File: src/rtl/uart_arb_pkg.sv
// Shared definitions for the two-requester UART transmit arbiter:
// serializer state encoding, the LF terminator byte and the baud divisor helper.
package uart_arb_pkg;

  typedef enum logic [1:0] {
    IDLE  = 2'd0,
    START = 2'd1,
    DATA  = 2'd2,
    STOP  = 2'd3
  } state_t;

  localparam logic [7:0] LF = 8'h0A;

  function automatic int unsigned calc_div(input int unsigned clk_freq,
                                           input int unsigned baud);
    return clk_freq / baud;
  endfunction

endpackage

File: src/rtl/uart_tx_serializer.sv
// 8N1 serializer: loads a byte when idle or in the last stop-bit cycle and
// shifts it out LSB-first, each bit held DIV clocks. txd is registered.
module uart_tx_serializer
  import uart_arb_pkg::*;
#(
  parameter int unsigned DIV = 50
) (
  input  logic       i_clk,
  input  logic       i_rst,
  input  logic       i_load,
  input  logic [7:0] i_byte,
  output logic       o_busy,
  output logic       o_last_cycle,
  output logic       o_txd
);

  localparam int unsigned CW = (DIV > 1) ? $clog2(DIV) : 1;

  state_t        r_state;
  state_t        w_state_next;
  logic [CW-1:0] r_cnt;
  logic [2:0]    r_bit;
  logic [7:0]    r_shift;
  logic          r_txd;
  logic          w_bit_end;
  logic          w_load;

  assign w_bit_end    = (r_cnt == CW'(DIV - 1));
  assign o_busy       = (r_state != IDLE);
  assign o_last_cycle = (r_state == STOP) && w_bit_end;
  assign w_load       = i_load && (!o_busy || o_last_cycle);
  assign o_txd        = r_txd;

  always_ff @(posedge i_clk or posedge i_rst) begin
    if (i_rst) r_state <= IDLE;
    else       r_state <= w_state_next;
  end

  always_comb begin
    w_state_next = r_state;
    unique case (r_state)
      IDLE:  if (w_load) w_state_next = START;
      START: if (w_bit_end) w_state_next = DATA;
      DATA:  if (w_bit_end && (r_bit == 3'd7)) w_state_next = STOP;
      STOP:  if (w_bit_end) w_state_next = w_load ? START : IDLE;
    endcase
  end

  // Bit timing and line driver; a mid-frame reset drops the frame and idles the line.
  always_ff @(posedge i_clk or posedge i_rst) begin
    if (i_rst) begin
      r_cnt <= '0;
      r_bit <= 3'd0;
      r_txd <= 1'b1;
    end else begin
      r_cnt <= ((r_state == IDLE) || w_bit_end) ? '0 : r_cnt + 1'b1;
      if ((r_state == DATA) && w_bit_end) r_bit <= r_bit + 3'd1;
      if (w_load) begin
        r_txd <= 1'b0;
      end else if (w_bit_end) begin
        unique case (r_state)
          START:   r_txd <= r_shift[0];
          DATA:    r_txd <= (r_bit == 3'd7) ? 1'b1 : r_shift[1];
          default: r_txd <= 1'b1;
        endcase
      end
    end
  end

  always_ff @(posedge i_clk) begin
    if (w_load)                               r_shift <= i_byte;
    else if ((r_state == DATA) && w_bit_end)  r_shift <= {1'b0, r_shift[7:1]};
  end

endmodule

File: src/rtl/uart_tx_arbiter.sv
// Round-robin arbiter feeding two byte requesters onto one UART TX line.
// Define UART_ARB_LINE_LOCK_EN to hold the line for one owner until it sends LF or idles LOCK_TIMEOUT cycles.
module uart_tx_arbiter
  import uart_arb_pkg::*;
#(
  parameter int unsigned CLK_FREQ     = 50000000,
  parameter int unsigned BAUD         = 1000000,
  parameter int unsigned LOCK_TIMEOUT = 1024
) (
  input  logic       clk_i,
  input  logic       rst_i,
  input  logic [7:0] req0_data_i,
  input  logic [7:0] req1_data_i,
  input  logic       req0_valid_i,
  input  logic       req1_valid_i,
  output logic       req0_accept_o,
  output logic       req1_accept_o,
  output logic       txd_o,
  output logic       busy_o,
  output logic [1:0] grant_o
);

  localparam int unsigned DIV = calc_div(CLK_FREQ, BAUD);

  generate
    if (DIV < 2 || LOCK_TIMEOUT < 1) begin : g_bad_cfg
      $error("uart_tx_arbiter: CLK_FREQ/BAUD must be >= 2 and LOCK_TIMEOUT >= 1");
    end
  endgenerate

  logic       r_ptr;
  logic [1:0] r_grant;
  logic       w_v0;
  logic       w_v1;
  logic       w_ready;
  logic       w_sel1;
  logic       w_take;
  logic       w_ser_busy;
  logic       w_ser_last;
  logic [7:0] w_byte;

  // Arbitrate only while the serializer can take a byte on the coming edge.
  assign w_ready       = !w_ser_busy || w_ser_last;
  assign w_sel1        = w_v1 && (!w_v0 || r_ptr);
  assign w_take        = w_ready && (w_v0 || w_v1) && !rst_i;
  assign req0_accept_o = w_take && !w_sel1;
  assign req1_accept_o = w_take && w_sel1;
  assign w_byte        = w_sel1 ? req1_data_i : req0_data_i;
  assign busy_o        = w_ser_busy;
  assign grant_o       = r_grant;

  always_ff @(posedge clk_i or posedge rst_i) begin
    if (rst_i) begin
      r_ptr   <= 1'b0;
      r_grant <= 2'b00;
    end else if (w_take) begin
      r_ptr   <= !w_sel1;
      r_grant <= w_sel1 ? 2'b10 : 2'b01;
    end
  end

`ifdef UART_ARB_LINE_LOCK_EN
  localparam int unsigned IW = $clog2(LOCK_TIMEOUT + 1);

  logic          r_lock;
  logic [IW-1:0] r_idle;
  logic          w_owner_vld;
  logic          w_timeout;
  logic          w_locked;

  // The timeout releases the lock combinationally so the waiting side is served in that cycle.
  assign w_owner_vld = r_grant[1] ? req1_valid_i : req0_valid_i;
  assign w_timeout   = r_lock && !w_owner_vld && (r_idle == IW'(LOCK_TIMEOUT - 1));
  assign w_locked    = r_lock && !w_timeout;
  assign w_v0        = req0_valid_i && (!w_locked || r_grant[0]);
  assign w_v1        = req1_valid_i && (!w_locked || r_grant[1]);

  always_ff @(posedge clk_i or posedge rst_i) begin
    if (rst_i) begin
      r_lock <= 1'b0;
      r_idle <= '0;
    end else if (w_take) begin
      r_lock <= (w_byte != LF);
      r_idle <= '0;
    end else if (w_timeout || !r_lock || w_owner_vld) begin
      if (w_timeout) r_lock <= 1'b0;
      r_idle <= '0;
    end else begin
      r_idle <= r_idle + 1'b1;
    end
  end
`else
  assign w_v0 = req0_valid_i;
  assign w_v1 = req1_valid_i;
`endif

  uart_tx_serializer #(
    .DIV (DIV)
  ) u_ser (
    .i_clk        (clk_i),
    .i_rst        (rst_i),
    .i_load       (w_take),
    .i_byte       (w_byte),
    .o_busy       (w_ser_busy),
    .o_last_cycle (w_ser_last),
    .o_txd        (txd_o)
  );

endmodule

File: config.mk
export PLATFORM = sky130hd
export DESIGN_NAME = uart_tx_arbiter
export DESIGN_NICKNAME = d
export VERILOG_FILES = /design/src/rtl/uart_arb_pkg.sv /design/src/rtl/uart_tx_serializer.sv /design/src/rtl/uart_tx_arbiter.sv
export SDC_FILE = /design/constraint.sdc
export NUM_CORES = 1
export LEC_CHECK = 0
export ABC_AREA = 1
export BUFFER_PORTS_ARGS = -buffer_cell sky130_fd_sc_hd__buf_2
export CORE_UTILIZATION = 54
export CTS_BUF_LIST = sky130_fd_sc_hd__clkbuf_8 sky130_fd_sc_hd__clkbuf_16
export DETAILED_ROUTE_END_ITERATION = 10
export PLACE_DENSITY = 0.75
export SETUP_SLACK_MARGIN = 0.2
export SLEW_MARGIN = 25
export SYNTH_ARGS = -nofsm -noshare
export SYNTH_HDL_FRONTEND = slang
export SYNTH_HIERARCHICAL = 1
export SYNTH_SLANG_ARGS = --single-unit
File: constraint.sdc
create_clock -name clk_i -period 2.57 [get_ports clk_i]
set_input_delay 0.514 -clock clk_i [delete_from_list [all_inputs] [get_ports clk_i]]
set_output_delay 0.514 -clock clk_i [all_outputs]
set_load 0.02 [all_outputs]
Word level (Yosys, flattened, before mapping)

Index checks and enable logic that the tools add are counted.
W data, S select, Z words.

Add/subtract/negate cells: 2
Equality and inequality tests: 9
Muxes and demuxes: 15
Reductions and logical operators: 22

Operator list:

| cell                  | count |
|---|---|
| $mux W8               | 3 |
| $mux W2               | 5 |
| $logic_and A1 B1 Y1   | 9 |
| $ne A2 B1 Y1 const B  | 4 |
| $pmux W2 S4           | 1 |
| $add A6 B1 Y6 const B | 1 |
| $eq A6 B6 Y1 const B  | 1 |
| $mux W6               | 1 |
| $reduce_bool A2 Y1    | 3 |
| $eq A2 B2 Y1 const B  | 2 |
| $logic_not A1 Y1      | 4 |
| $logic_or A1 B1 Y1    | 4 |
| $mux W1               | 4 |
| $reduce_and A4 Y1     | 1 |
| $add A3 B1 Y3 const B | 1 |
| $eq A3 B3 Y1 const B  | 1 |
| $eq A2 B1 Y1 const B  | 1 |
| $logic_not A2 Y1      | 1 |
| $pmux W1 S2           | 1 |

Bits in registers: 23
Input port bits: 20

Logic depth before layout (Yosys ltp)

Word-level depth: 9
Gate-level depth with buffers: 14
Depth with buffers taken out: 13

Cells and area by module

The synthesis kept the hierarchy.

By module, submodules not included:

| module             | instances | cells an instance | area each (um^2) |
|---|---|---|---|
| uart_tx_serializer | 1         | 114               | 1102.3 |
| uart_tx_arbiter    | 1         | 48                | 274.0 |

Worst setup path after synthesis

OpenSTA, ideal clock, no wires.

Path type: reg-to-reg
Start: register u_ser.r_state[0]
End: register u_ser.r_shift[0] (enable)
Setup time: 297 ps
Arrival time: 1596 ps
Data required time: 2273 ps
Slack: 677 ps
Stages on the path, launching flop included: 10
Cells stage by stage: dfrtp_1 inv_1 ha_1 inv_1 nand2_1 nand3_2 inv_1 buf_4 nand2_4 nand2_1

Longest elaborated chain between the ends: 7
Elaborated cells between the ends (all ways): 11
Classes of those cells: eq/ne: 2; reduce/logical: 9

RTL lines:

| element                          | line                     | text |
|---|---|---|
| start: declaration               | uart_tx_serializer.sv:19 | `state_t r_state;` |
| start signal: assignment         | uart_tx_serializer.sv:36 | `else r_state <= w_state_next;` |
| $reduce_bool A2 Y1               | uart_tx_serializer.sv:29 | `assign o_busy = (r_state != IDLE);` |
| named net busy_o                 | uart_tx_arbiter.sv:19    | `output logic busy_o,` |
| $logic_not A1 Y1                 | uart_tx_arbiter.sv:43    | `assign w_ready = !w_ser_busy \|\| w_ser_last;` |
| $logic_or A1 B1 Y1               | uart_tx_arbiter.sv:43    |  |
| $logic_and A1 B1 Y1 (2 in a row) | uart_tx_arbiter.sv:45    | `assign w_take = w_ready && (w_v0 \|\| w_v1) && !rst_i;` |
| named net w_take                 | uart_tx_arbiter.sv:37    | `logic w_take;` |
| $logic_and A1 B1 Y1              | uart_tx_serializer.sv:31 | `assign w_load = i_load && (!o_busy \|\| o_last_cycle);` |
| $reduce_bool A2 Y1 (no line)     | -                        |  |
| end signal: assignment           | uart_tx_serializer.sv:71 | `if (w_load) r_shift <= i_byte;` |
| end signal: assignment           | uart_tx_serializer.sv:72 | `else if ((r_state == DATA) && w_bit_end) r_shift <= {1'b0, r_shift[7:1]};` |
| end: declaration                 | uart_tx_serializer.sv:23 | `logic [7:0] r_shift;` |

The timed path passes the listed nets, and every way through them passes these cells.
A chain may end at the register's enable or synchronous reset.

Worst setup path after layout

Start: register u_ser.r_cnt[1]
End: output port req0_accept_o

Longest elaborated chain between the ends: 6

RTL lines:

| element                          | line                     | text |
|---|---|---|
| start: declaration               | uart_tx_serializer.sv:21 | `logic [CW-1:0] r_cnt;` |
| start signal: assignment         | uart_tx_serializer.sv:56 | `r_cnt <= ((r_state == IDLE) \|\| w_bit_end) ? '0 : r_cnt + 1'b1;` |
| $eq A6 B6 Y1                     | uart_tx_serializer.sv:28 | `assign w_bit_end = (r_cnt == CW'(DIV - 1));` |
| $logic_and A1 B1 Y1              | uart_tx_serializer.sv:30 | `assign o_last_cycle = (r_state == STOP) && w_bit_end;` |
| named net w_ser_last             | uart_tx_arbiter.sv:39    | `logic w_ser_last;` |
| $logic_or A1 B1 Y1               | uart_tx_arbiter.sv:43    |  |
| $logic_and A1 B1 Y1 (2 in a row) | uart_tx_arbiter.sv:45    |  |
| $logic_and A1 B1 Y1              | uart_tx_arbiter.sv:46    | `assign req0_accept_o = w_take && !w_sel1;` |
| end: declaration                 | uart_tx_arbiter.sv:16    | `output logic req0_accept_o,` |

The timed path passes the listed nets, and every way through them passes these cells.

==> flow_summary.ini <==
[status]
status = finished, final reports clean

[logic_synthesis]
synth_top_cell_area_share_pct = 23.6
synth_cell_types = 30
synth_most_common_cell = nand2_1
ys_seq_elements = 22
syn_area_um2 = 1380
netlist_top_cells_count = nand2_1, inv_1, dfrtp_1
yosys_warnings = 6
syn_area_per_cell_um2 = 8.50
netlist_instances = 162
synth_flop_cell = dfrtp_1
synth_edf_count = 8
synth_area_leaders = dfrtp_1, edfxtp_1, nand2_1
async_flop_share_pct = 63.6
ys_seq_area_share_pct = 43.0
synth_nets = 191
yosysTopAreaCell = dfrtp_1

[cells_and_area]
diodes = 0
layout-area-overhead-vs-synth_pct = 16.6
seq_area_um2 = 592
nets = 219
multiInputGateArea_um2 = 691
layoutNonFillerInstCount = 217
drive_gt1_share_pct = 28.6
fill_cells = 182
fin_util_pct = 69.9

[worst_setup_path]
critPathLaunchType = register
arrival_ps = 1740
critPathMaxFanout = 3
crit_type = register to output pin
cp-endpoint = req0_accept_o
reg2reg_depth = 10
rr_startpoint = u_ser/r_cnt[1]
reg2reg_to = u_ser/r_shift[1]
worstSetupEndpointType = output pin
startpoint = u_ser/r_cnt[1]
crit_required_ps = 2060
r2r_slack_ps = 380

[grt]
grt_pass1_vias = 1129
grt_max_degree = 14
global_route.usage.total_pct = 23.2
antenna_found_initial = 0
gr-total-overflow = 0
grt_pass1_wl_um = 4620

[die]
coreArea_um2 = 2300
num_io_pins = 26
die_w_um = 52.5
rows = 17
die-area_um2 = 2750
start_util_pct = 59.9
fp.dieH_um = 52.5

[drt]
viasPerCell = 5.07
vias = 1100
postRouteAntennaNets = 0
drt-pass1-iter-count = 6
wl_per_cell_um = 12.1
drt-total-wl_um = 2620
drc = 0
first_iter_violations = 19

[timing]
fmaxAchievable_mhz = 443
final.setup_skew_ps = 3.50
min_period_ps = 2260
fin_crit_sh_pct = 87.8
rsz0062_at_grt = no
finalSetupViolations = 0
tightestPinTransition_ps = 448
fin_setup_tns_ps = 0
relSlewSlack_pct = 70.1
hold_viol = 0
slew_viol_final = 0
timing.hold.ws_ps = 145

[clock_tree]
clock-sinks = 22
clk_latency_ps = 260
clk_path_buf_depth = 2
cts_buffers = 3
tritoncts = yes
cts_setup_buffers = 0
cts.htree.levels = 1
clkSlewWorstSetupHoldPaths_ps = 80
cts_root_buffer = clkbuf_8

[power]
p_per_area_nw_per_um2 = 457
ir_drop_uv = 409
leakagePower_nw = 0.882
power_mw = 0.734

[place]
dp_hpwl_um = 2050
port-buffer-count = 25
gp_congestion = 0.882
placed_cells = 213

[flow_run]
maxCapViolCount = 0

[worst_hold_path]
min_path_type = primary input to asynchronous set/reset pin
sequential cells by signal (all words and copies together), names as in the netlist:
name and count:
grant_o 2, u_ser/r_cnt 6, u_ser/r_shift 8, u_ser/o_txd 1
u_ser/r_state 2, u_ser/r_bit 3
final cells by class:
cell class,instances,area share [%]
Timing Repair Buffer,25,7.79
Clock buffer,3,2.57
Tap cell,28,2.18
Sequential cell,22,36.9
Inverter,22,5.69
Clock inverter,1,1.87
Multi-Input combinational cell,116,43.0
critical path, cell delays in order (launching register included):
cell and delay, ps:
dfrtp_1 410, inv_1 70, ha_2 230, nand4_4 130, inv_1 80, inv_1 70, a21oi_4 160, nand3_1 120
inv_1 60, buf_2 150
logic make-up (layout without fill, tap and decap cells):
group | after synthesis | after routing | share of synthesized area [%]
simple gates | 97 | 97 | 35.7
buf+inv | 24 | 51 | 7.73
flops | 22 | 22 | 43.0
fa+ha+maj | 9 | 9 | 8.18
compound gates | 8 | 8 | 4.09
xor+xnor | 2 | 2 | 1.27
power by group:
part           total [mW]  switching [mW]  internal, mW
Combinational      0.0509          0.0304        0.0205
Sequential          0.364         0.00111         0.363
Clock               0.319           0.111         0.208
Total               0.734           0.142         0.591
stage by stage:
stage / area [um2] / setup slack [ps]
after floorplan: 1380 / 677
after global routing: 1610 / 202
after detailed placement: 1520 / 399
final: 1610 / 313
after CTS: 1590 / 209
after global placement: 1520 / 494
metal layers:
metal	GRT usage [%]	wire length, um	share of wire, %	vias to the layer above
met5	0	0	0	-
met4	11.4	59	2.3	0
met3	2.61	56	2.1	6
met2	41.4	1380	53	23
met1	27.1	1120	43	512
li1	-	-	-	559
how the worst min path moves through the flow:
| stage | from | to | slack [ps] | cells past startpoint |
|---|---|---|---|---|
| after detailed placement | rst_i | grant_o[0] | 410 | 2 |
| after floorplan | rst_i | grant_o[0] | 270 | 1 |
| after global placement | rst_i | grant_o[0] | 410 | 2 |
| after global routing | rst_i | grant_o[1] | 150 | 2 |
| final | rst_i | grant_o[1] | 140 | 2 |
| after CTS | rst_i | grant_o[0] | 130 | 2 |
layout by cell type, fill, tap and decap left out, types with 4 or more instances in the layout:
master	n
nand3_1	10
nor2_1	9
nand2_1	57
nand2_2	7
nand2_4	4
ha_1	7
dfrtp_1	13
buf_2	25
edfxtp_1	8
inv_1	19
what timing repair did:
item	in CTS	in global routing
resized for setup	0	3
hold buffers	0	0
setup endpoints to repair	0	9
No activity file was read; power rests on OpenSTA's default activity.
